<file path="config.mk">
export PLATFORM = sky130hd
export DESIGN_NAME = mant_mult_foil_pipe_flat
export DESIGN_NICKNAME = d
export VERILOG_FILES = /design/src/rtl/mant_mult_foil_pipe_pkg.sv /design/src/rtl/mant_mult_foil_pipe_if.sv /design/src/rtl/mant_mult_foil_pipe_drum_seg.sv /design/src/rtl/mant_mult_foil_pipe.sv /design/src/flat_wrapper.sv
export SDC_FILE = /design/constraint.sdc
export NUM_CORES = 2
export LEC_CHECK = 0
export ABC_AREA = 1
export CORE_MARGIN = 3
export CORE_UTILIZATION = 30
export CTS_BUF_LIST = sky130_fd_sc_hd__clkbuf_4 sky130_fd_sc_hd__clkbuf_8
export CTS_CLUSTER_DIAMETER = 30
export DETAILED_ROUTE_END_ITERATION = 16
export PLACE_DENSITY_LB_ADDON = 0.15
export SLEW_MARGIN = 10
export SYNTH_ARGS = -nofsm -noshare
export SYNTH_HDL_FRONTEND = slang
export SYNTH_SLANG_ARGS = --single-unit
</file>
<file path="constraint.sdc">
create_clock -name clk -period 20.5 [get_ports clk]
set_input_delay 4.1 -clock clk [delete_from_list [all_inputs] [get_ports clk]]
set_output_delay 4.1 -clock clk [all_outputs]
set_load 0.005 [all_outputs]
</file>
<file path="src/rtl/mant_mult_foil_pipe_pkg.sv">
// Shared helpers for the FOIL mantissa multiplier: product width, DRUM
// segment selection, round-to-nearest-even increment and stage-valid encodings.
package mant_mult_pkg;

  localparam int   STAGES      = 3;
  localparam logic STAGE_EMPTY = 1'b0;
  localparam logic STAGE_FULL  = 1'b1;

  function automatic int prod_width(input int mw);
    return 2 * mw + 2;
  endfunction

  function automatic int lod(input logic [63:0] m);
    int p;
    p = 0;
    for (int i = 0; i < 64; i++) begin
      if (m[i]) p = i;
    end
    return p;
  endfunction

  // Values that already fit in k bits are kept exact, which also covers m == 0.
  function automatic int drum_shift(input logic [63:0] m, input int k);
    if (m < (64'd1 << k)) return 0;
    return lod(m) - k + 1;
  endfunction

  function automatic logic rne_up(input logic lsb, input logic guard, input logic sticky);
    return guard & (sticky | lsb);
  endfunction

endpackage

</file>
<file path="src/rtl/mant_mult_foil_pipe_if.sv">
// Operand/result bus of the mantissa multiplier.
// Handshake: a word moves when valid & ready are both high on a rising clk edge;
// a source holds its valid and data stable until that transfer happens.
interface mant_mult_foil_pipe_if #(
  parameter int EW = 8,
  parameter int MW = 23
);
  logic               in_valid;
  logic               in_ready;
  logic [EW+MW-1:0]   a_operand;
  logic [EW+MW-1:0]   b_operand;
  logic               approx_en;
  logic               out_valid;
  logic               out_ready;
  logic               normalised;
  logic [MW-1:0]      product_mantissa;
  logic               round_carry;

  modport master (
    output in_valid, a_operand, b_operand, approx_en, out_ready,
    input  in_ready, out_valid, normalised, product_mantissa, round_carry
  );

  modport slave (
    input  in_valid, a_operand, b_operand, approx_en, out_ready,
    output in_ready, out_valid, normalised, product_mantissa, round_carry
  );
endinterface

</file>
<file path="src/rtl/mant_mult_foil_pipe_drum_seg.sv">
// DRUM segment: leading-one detect, keep the top K bits with the LSB forced to 1,
// and report how far the segment was shifted down.
module drum_seg
  import mant_mult_pkg::*;
#(
  parameter int MW = 23,
  parameter int K  = 9,
  parameter int SW = $clog2(MW + 1)
) (
  input  logic [MW-1:0] m,
  output logic [K-1:0]  t,
  output logic [SW-1:0] s
);

  int sh;

  always_comb begin
    sh = drum_shift(64'(m), K);
    s  = SW'(sh);
    if (sh == 0) t = K'(m);
    else         t = K'(m >> sh) | K'(1);
  end

endmodule

</file>
<file path="src/rtl/mant_mult_foil_pipe.sv">
// Three-stage FOIL mantissa multiplier: capture/segment, four-term sum,
// normalise and round-to-nearest-even, with a single global stall.
module mant_mult_foil_pipe
  import mant_mult_pkg::*;
#(
  parameter int EW = 8,
  parameter int MW = 23,
  parameter int K  = 9
) (
  input logic                 clk,
  input logic                 rst,
  mant_mult_foil_pipe_if.slave bus
);

  localparam int PW = prod_width(MW);
  localparam int SW = $clog2(MW + 1);

  logic advance;

  logic [EW-1:0] a_exp, b_exp;
  logic [MW-1:0] a_man, b_man;
  logic [K-1:0]  a_t, b_t;
  logic [SW-1:0] a_s, b_s;

  logic          s1_valid;
  logic [K-1:0]  s1_ta, s1_tb;
  logic [SW-1:0] s1_sa, s1_sb;
  logic [MW-1:0] s1_ma, s1_mb;
  logic          s1_ha, s1_hb, s1_approx;

  logic          s2_valid;
  logic [PW-1:0] s2_p;

  logic          s3_valid;
  logic          s3_norm;
  logic [MW-1:0] s3_mant;
  logic          s3_carry;

  assign a_exp = bus.a_operand[EW+MW-1:MW];
  assign b_exp = bus.b_operand[EW+MW-1:MW];
  assign a_man = bus.a_operand[MW-1:0];
  assign b_man = bus.b_operand[MW-1:0];

  drum_seg #(.MW(MW), .K(K), .SW(SW)) u_seg_a (.m(a_man), .t(a_t), .s(a_s));
  drum_seg #(.MW(MW), .K(K), .SW(SW)) u_seg_b (.m(b_man), .t(b_t), .s(b_s));

  // S2: hidden-bit terms plus the exact or DRUM M1*M2 term.
  logic [PW-1:0] term_a, term_b, term_c, term_d, p_sum;
  logic [SW:0]   s_sum;

  always_comb begin
    term_a         = '0;
    term_a[2*MW]   = s1_ha & s1_hb;
    term_b         = s1_ha ? (PW'(s1_mb) << MW) : '0;
    term_c         = s1_hb ? (PW'(s1_ma) << MW) : '0;
    s_sum          = {1'b0, s1_sa} + {1'b0, s1_sb};
    if (s1_approx) term_d = (PW'(s1_ta) * PW'(s1_tb)) << s_sum;
    else           term_d = PW'(s1_ma) * PW'(s1_mb);
    p_sum          = term_a + term_b + term_c + term_d;
  end

  // S3: the MSB of the product is dropped after normalisation, so only PW-1 bits matter.
  logic [PW-2:0] n_val;
  logic          lsb, guard, sticky;
  logic [MW:0]   rounded;

  always_comb begin
    n_val   = s2_p[PW-1] ? s2_p[PW-2:0] : {s2_p[PW-3:0], 1'b0};
    lsb     = n_val[PW-1-MW];
    guard   = n_val[PW-2-MW];
    sticky  = |n_val[PW-3-MW:0];
    rounded = {1'b0, n_val[PW-2:PW-1-MW]} + (MW+1)'(rne_up(lsb, guard, sticky));
  end

  assign advance      = !s3_valid | bus.out_ready;
  assign bus.in_ready = advance;

  always_ff @(posedge clk or posedge rst) begin
    if (rst) begin
      s1_valid  <= STAGE_EMPTY;
      s1_ta     <= '0;
      s1_tb     <= '0;
      s1_sa     <= '0;
      s1_sb     <= '0;
      s1_ma     <= '0;
      s1_mb     <= '0;
      s1_ha     <= 1'b0;
      s1_hb     <= 1'b0;
      s1_approx <= 1'b0;
      s2_valid  <= STAGE_EMPTY;
      s2_p      <= '0;
      s3_valid  <= STAGE_EMPTY;
      s3_norm   <= 1'b0;
      s3_mant   <= '0;
      s3_carry  <= 1'b0;
    end else if (advance) begin
      s1_valid <= bus.in_valid;
      if (bus.in_valid) begin
        s1_ta     <= a_t;
        s1_tb     <= b_t;
        s1_sa     <= a_s;
        s1_sb     <= b_s;
        s1_ma     <= a_man;
        s1_mb     <= b_man;
        s1_ha     <= |a_exp;
        s1_hb     <= |b_exp;
        s1_approx <= bus.approx_en;
      end
      s2_valid <= s1_valid;
      if (s1_valid) s2_p <= p_sum;
      s3_valid <= s2_valid;
      if (s2_valid) begin
        s3_norm  <= s2_p[PW-1];
        s3_carry <= rounded[MW];
        s3_mant  <= rounded[MW-1:0];
      end
    end
  end

  assign bus.out_valid        = s3_valid;
  assign bus.normalised       = s3_norm;
  assign bus.product_mantissa = s3_mant;
  assign bus.round_carry      = s3_carry;

endmodule

</file>
<file path="src/flat_wrapper.sv">
// flat-port wrapper written by rule: the top's interface ports become plain ports
module mant_mult_foil_pipe_flat import mant_mult_pkg::*;
#(
  parameter int EW = 8,
  parameter int MW = 23,
  parameter int K  = 9
)
  (clk, rst, bus_in_valid, bus_a_operand, bus_b_operand, bus_approx_en, bus_out_ready, bus_in_ready, bus_out_valid, bus_normalised, bus_product_mantissa, bus_round_carry);
  mant_mult_foil_pipe_if #(.EW(EW), .MW(MW)) bus_i ();
  input logic clk;
  input logic rst;
  input wire logic [$bits(bus_i.in_valid)-1:0] bus_in_valid;
  input wire logic [$bits(bus_i.a_operand)-1:0] bus_a_operand;
  input wire logic [$bits(bus_i.b_operand)-1:0] bus_b_operand;
  input wire logic [$bits(bus_i.approx_en)-1:0] bus_approx_en;
  input wire logic [$bits(bus_i.out_ready)-1:0] bus_out_ready;
  output wire logic [$bits(bus_i.in_ready)-1:0] bus_in_ready;
  output wire logic [$bits(bus_i.out_valid)-1:0] bus_out_valid;
  output wire logic [$bits(bus_i.normalised)-1:0] bus_normalised;
  output wire logic [$bits(bus_i.product_mantissa)-1:0] bus_product_mantissa;
  output wire logic [$bits(bus_i.round_carry)-1:0] bus_round_carry;
  assign bus_i.in_valid = bus_in_valid;
  assign bus_i.a_operand = bus_a_operand;
  assign bus_i.b_operand = bus_b_operand;
  assign bus_i.approx_en = bus_approx_en;
  assign bus_i.out_ready = bus_out_ready;
  assign bus_in_ready = bus_i.in_ready;
  assign bus_out_valid = bus_i.out_valid;
  assign bus_normalised = bus_i.normalised;
  assign bus_product_mantissa = bus_i.product_mantissa;
  assign bus_round_carry = bus_i.round_carry;
  mant_mult_foil_pipe #(.EW(EW), .MW(MW), .K(K)) u_core (.clk(clk), .rst(rst), .bus(bus_i));
endmodule
</file>
==> flow_metrics.env <==
export IMPL_drive_gt1_share_pct=3.39
export IMPL_min_path_type="reg -> reg"
export IMPL_dpl_cell_count=5916
export IMPL_cts_sinks=153
export IMPL_clk_pin_slew_ps=110
export IMPL_synth_edf_count=0
export IMPL_grt_first_pass_wirelength_um=169000
export IMPL_syn_inst=4607
export IMPL_start_util_pct=30.4
export IMPL_netlist_area_um2=32700
export IMPL_finalCritPeriodShare_pct=50.5
export IMPL_ant_nets=0
export IMPL_fp_dieH_um=336
export IMPL_grt_pass1_vias=29106
export IMPL_avgRoutedWirePerCell_um=17.8
export IMPL_ctsHoldBuffers=0
export IMPL_slowest_delay_ps=1170
export IMPL_yosysTopAreaCell="fa_1"
export IMPL_yosysWarnings=0
export IMPL_gp_congestion=0.938
export IMPL_fillers=11832
export IMPL_drtIter0Drc=1803
export IMPL_synth_most_common_cell="nand2_1"
export IMPL_avgSynthCellArea_um2=7.11
export IMPL_cts_max_level=4
export IMPL_die_w_um=336
export IMPL_final_cells=5949
export IMPL_cap_viol_max_count=0
export IMPL_grt_max_degree=94
export IMPL_globalRouteTotalUtil_pct=19.2
export IMPL_slew_headroom_pct=11.4
export IMPL_cts_resized=0
export IMPL_layout_nets=5354
export IMPL_synth_top_area_share_pct=31.4
export IMPL_synth_area_leaders="fa_1 (31%), nand2_1 (15%), inv_1 (12%)"
export IMPL_tightest_slew_ps=1330
export IMPL_overflow=0
export IMPL_routed_wl_um=106000
export IMPL_io_pins=94
export IMPL_critPathLaunchType="flip-flop"
export IMPL_slowest_stage="dfrtp_1"
export IMPL_synth_seq_cells=153
export IMPL_synth_cell_types=56
export IMPL_worstSkewPairLatency_ps=570
export IMPL_postCtsSetupBuffers=0
export IMPL_die_area_um2=113000
export IMPL_synth_nets=5429
export IMPL_clk_path_buf_depth=2
export IMPL_timing_final_hold_violations=0
export IMPL_ys_flop_type="dfrtp_1"
export IMPL_cts_inserted_buffers=17
export IMPL_syn_to_final_growth_pct=8.07
export IMPL_core_area_um2=108000
export IMPL_first_pass_iters=6
export IMPL_synth_common_cells="nand2_1 (1295), inv_1 (1066), fa_1 (513)"
export IMPL_setup_violations=0
export IMPL_vias=28171
export IMPL_vias_per_cell=4.74
export IMPL_dpl_hpwl_um=84000
export IMPL_tns_ps=0
export IMPL_antenna_found_initial=4
export IMPL_layout_min_cycle_time_ps=10360
export IMPL_place_ws_ps=10150
export IMPL_cts_tree="yes"
export IMPL_drc=0
export IMPL_clock_skew_ps=28.1
export IMPL_setup_ws_ps=10140
export IMPL_numPortBuffers=93
export IMPL_fmax_mhz=96.5
export IMPL_critPathKind="reg -> reg"
export IMPL_rsz0062_at_grt="false"
export IMPL_fin_hold_ws_ps=485
export IMPL_status="finished clean"
export IMPL_clock_root_buffer="clkbuf_8"
export IMPL_path_max_fanout=25
export IMPL_end_kind="flip-flop"
export IMPL_cp_required_ps=20960
export IMPL_rows=120
export IMPL_async_flop_share_pct=100
export IMPL_seq_area_frac_synth_pct=11.7
export IMPL_arrival_ps=10820
export IMPL_slew_violations=0
worst max-delay path, delay by kind of cell (launching register included):
family / cells / cell delay [ps]
XOR/XNOR: 1 / 160
adder cells (fa/ha/maj): 10 / 4950
AND/OR/NAND/NOR: 13 / 1850
buffers and inverters: 8 / 400
flip-flops: 1 / 1170
AO/OA/AOI/OAI: 9 / 1730
stage by stage:
step	instance area, um^2	util (%)
6_report	35400	32.9
5_1_grt	35400	32.9
4_1_cts	35400	32.9
3_5_place_dp	35000	32.5
3_3_place_gp	35000	32.5
2_1_floorplan	32700	-
final cells by class:
type | instances | area, um^2 | area share [%]
Multi-Input combinational cell | 3129 | 23900 | 67.7
Inverter | 1075 | 4040 | 11.4
Sequential cell | 153 | 3830 | 10.8
Tap cell | 1403 | 1760 | 4.96
Timing Repair Buffer | 156 | 1400 | 3.97
Clock buffer | 17 | 234 | 0.661
Clock inverter | 15 | 181 | 0.513
Antenna cell | 1 | 2.50 | 0.00707
path summary, 6_finish.rpt:
path                                  from              endpoint  slack, ps  cells past startpoint
max                        u_core.s1_mb[7]       u_core.s2_p[47]      10140                     41
min                        u_core.s2_valid  u_core.bus.out_valid        480                      2
max reg2reg                u_core.s1_mb[7]       u_core.s2_p[47]      10140                     41
min reg2reg                u_core.s2_valid  u_core.bus.out_valid        480                      2
max in group asynchronous              rst       u_core.s1_ma[2]      14940                      3
min in group asynchronous              rst          u_core.s1_hb       4080                      2
sequential cells by signal, indices dropped and copies added, names as in the netlist, 5 cells and up:
name,flops
u_core.s2_p,48
u_core.bus.product_mantissa,23
u_core.s1_ma,23
u_core.s1_mb,23
u_core.s1_ta,9
u_core.s1_tb,9
u_core.s1_sa,5
u_core.s1_sb,5
layer usage:
metal	global-route usage [%]	wire length [um]
met5	0	13
met4	4.14	1940
met3	1.75	3790
met2	32.9	51400
met1	26.3	48900
logic make-up (layout without fill, tap and decap cells):
logic type	count (synthesis)	in the layout	synth area share, %
fa+ha+maj	755	755	40.6
mux	3	3	0.0917
flops	153	153	11.7
simple gates	1840	1840	23.0
xor+xnor	51	51	1.36
other cells	0	1	0
buf+inv	1325	1263	15.3
compound gates	480	480	8.00
placed cells by master, fill, tap and decap left out, drive strengths merged, types with 3 or more instances in the layout:
cell type / netlist / layout
dfrtp: 153 / 153
nand3b: 3 / 3
o21ai: 232 / 232
nand3: 239 / 239
a31oi: 28 / 28
a22oi: 3 / 3
o21bai: 6 / 6
a211oi: 5 / 5
clkinv: 4 / 12
o211ai: 9 / 9
buf: 19 / 63
nor4: 18 / 18
o22ai: 7 / 7
inv: 1071 / 1076
a21o: 5 / 5
nand4: 27 / 27
xnor2: 23 / 23
nand2: 1298 / 1298
nor3: 20 / 20
or2: 26 / 26
mux2i: 3 / 3
o21a: 6 / 6
ha: 242 / 242
a21boi: 4 / 4
o31ai: 8 / 8
nor2: 208 / 208
a21oi: 156 / 156
xor2: 28 / 28
clkdlybuf4s50: 0 / 93
clkbuf: 231 / 17
fa: 513 / 513
Power is not shown: default switching activity piles up to over one toggle a cycle in this logic, so the estimate is an artifact.
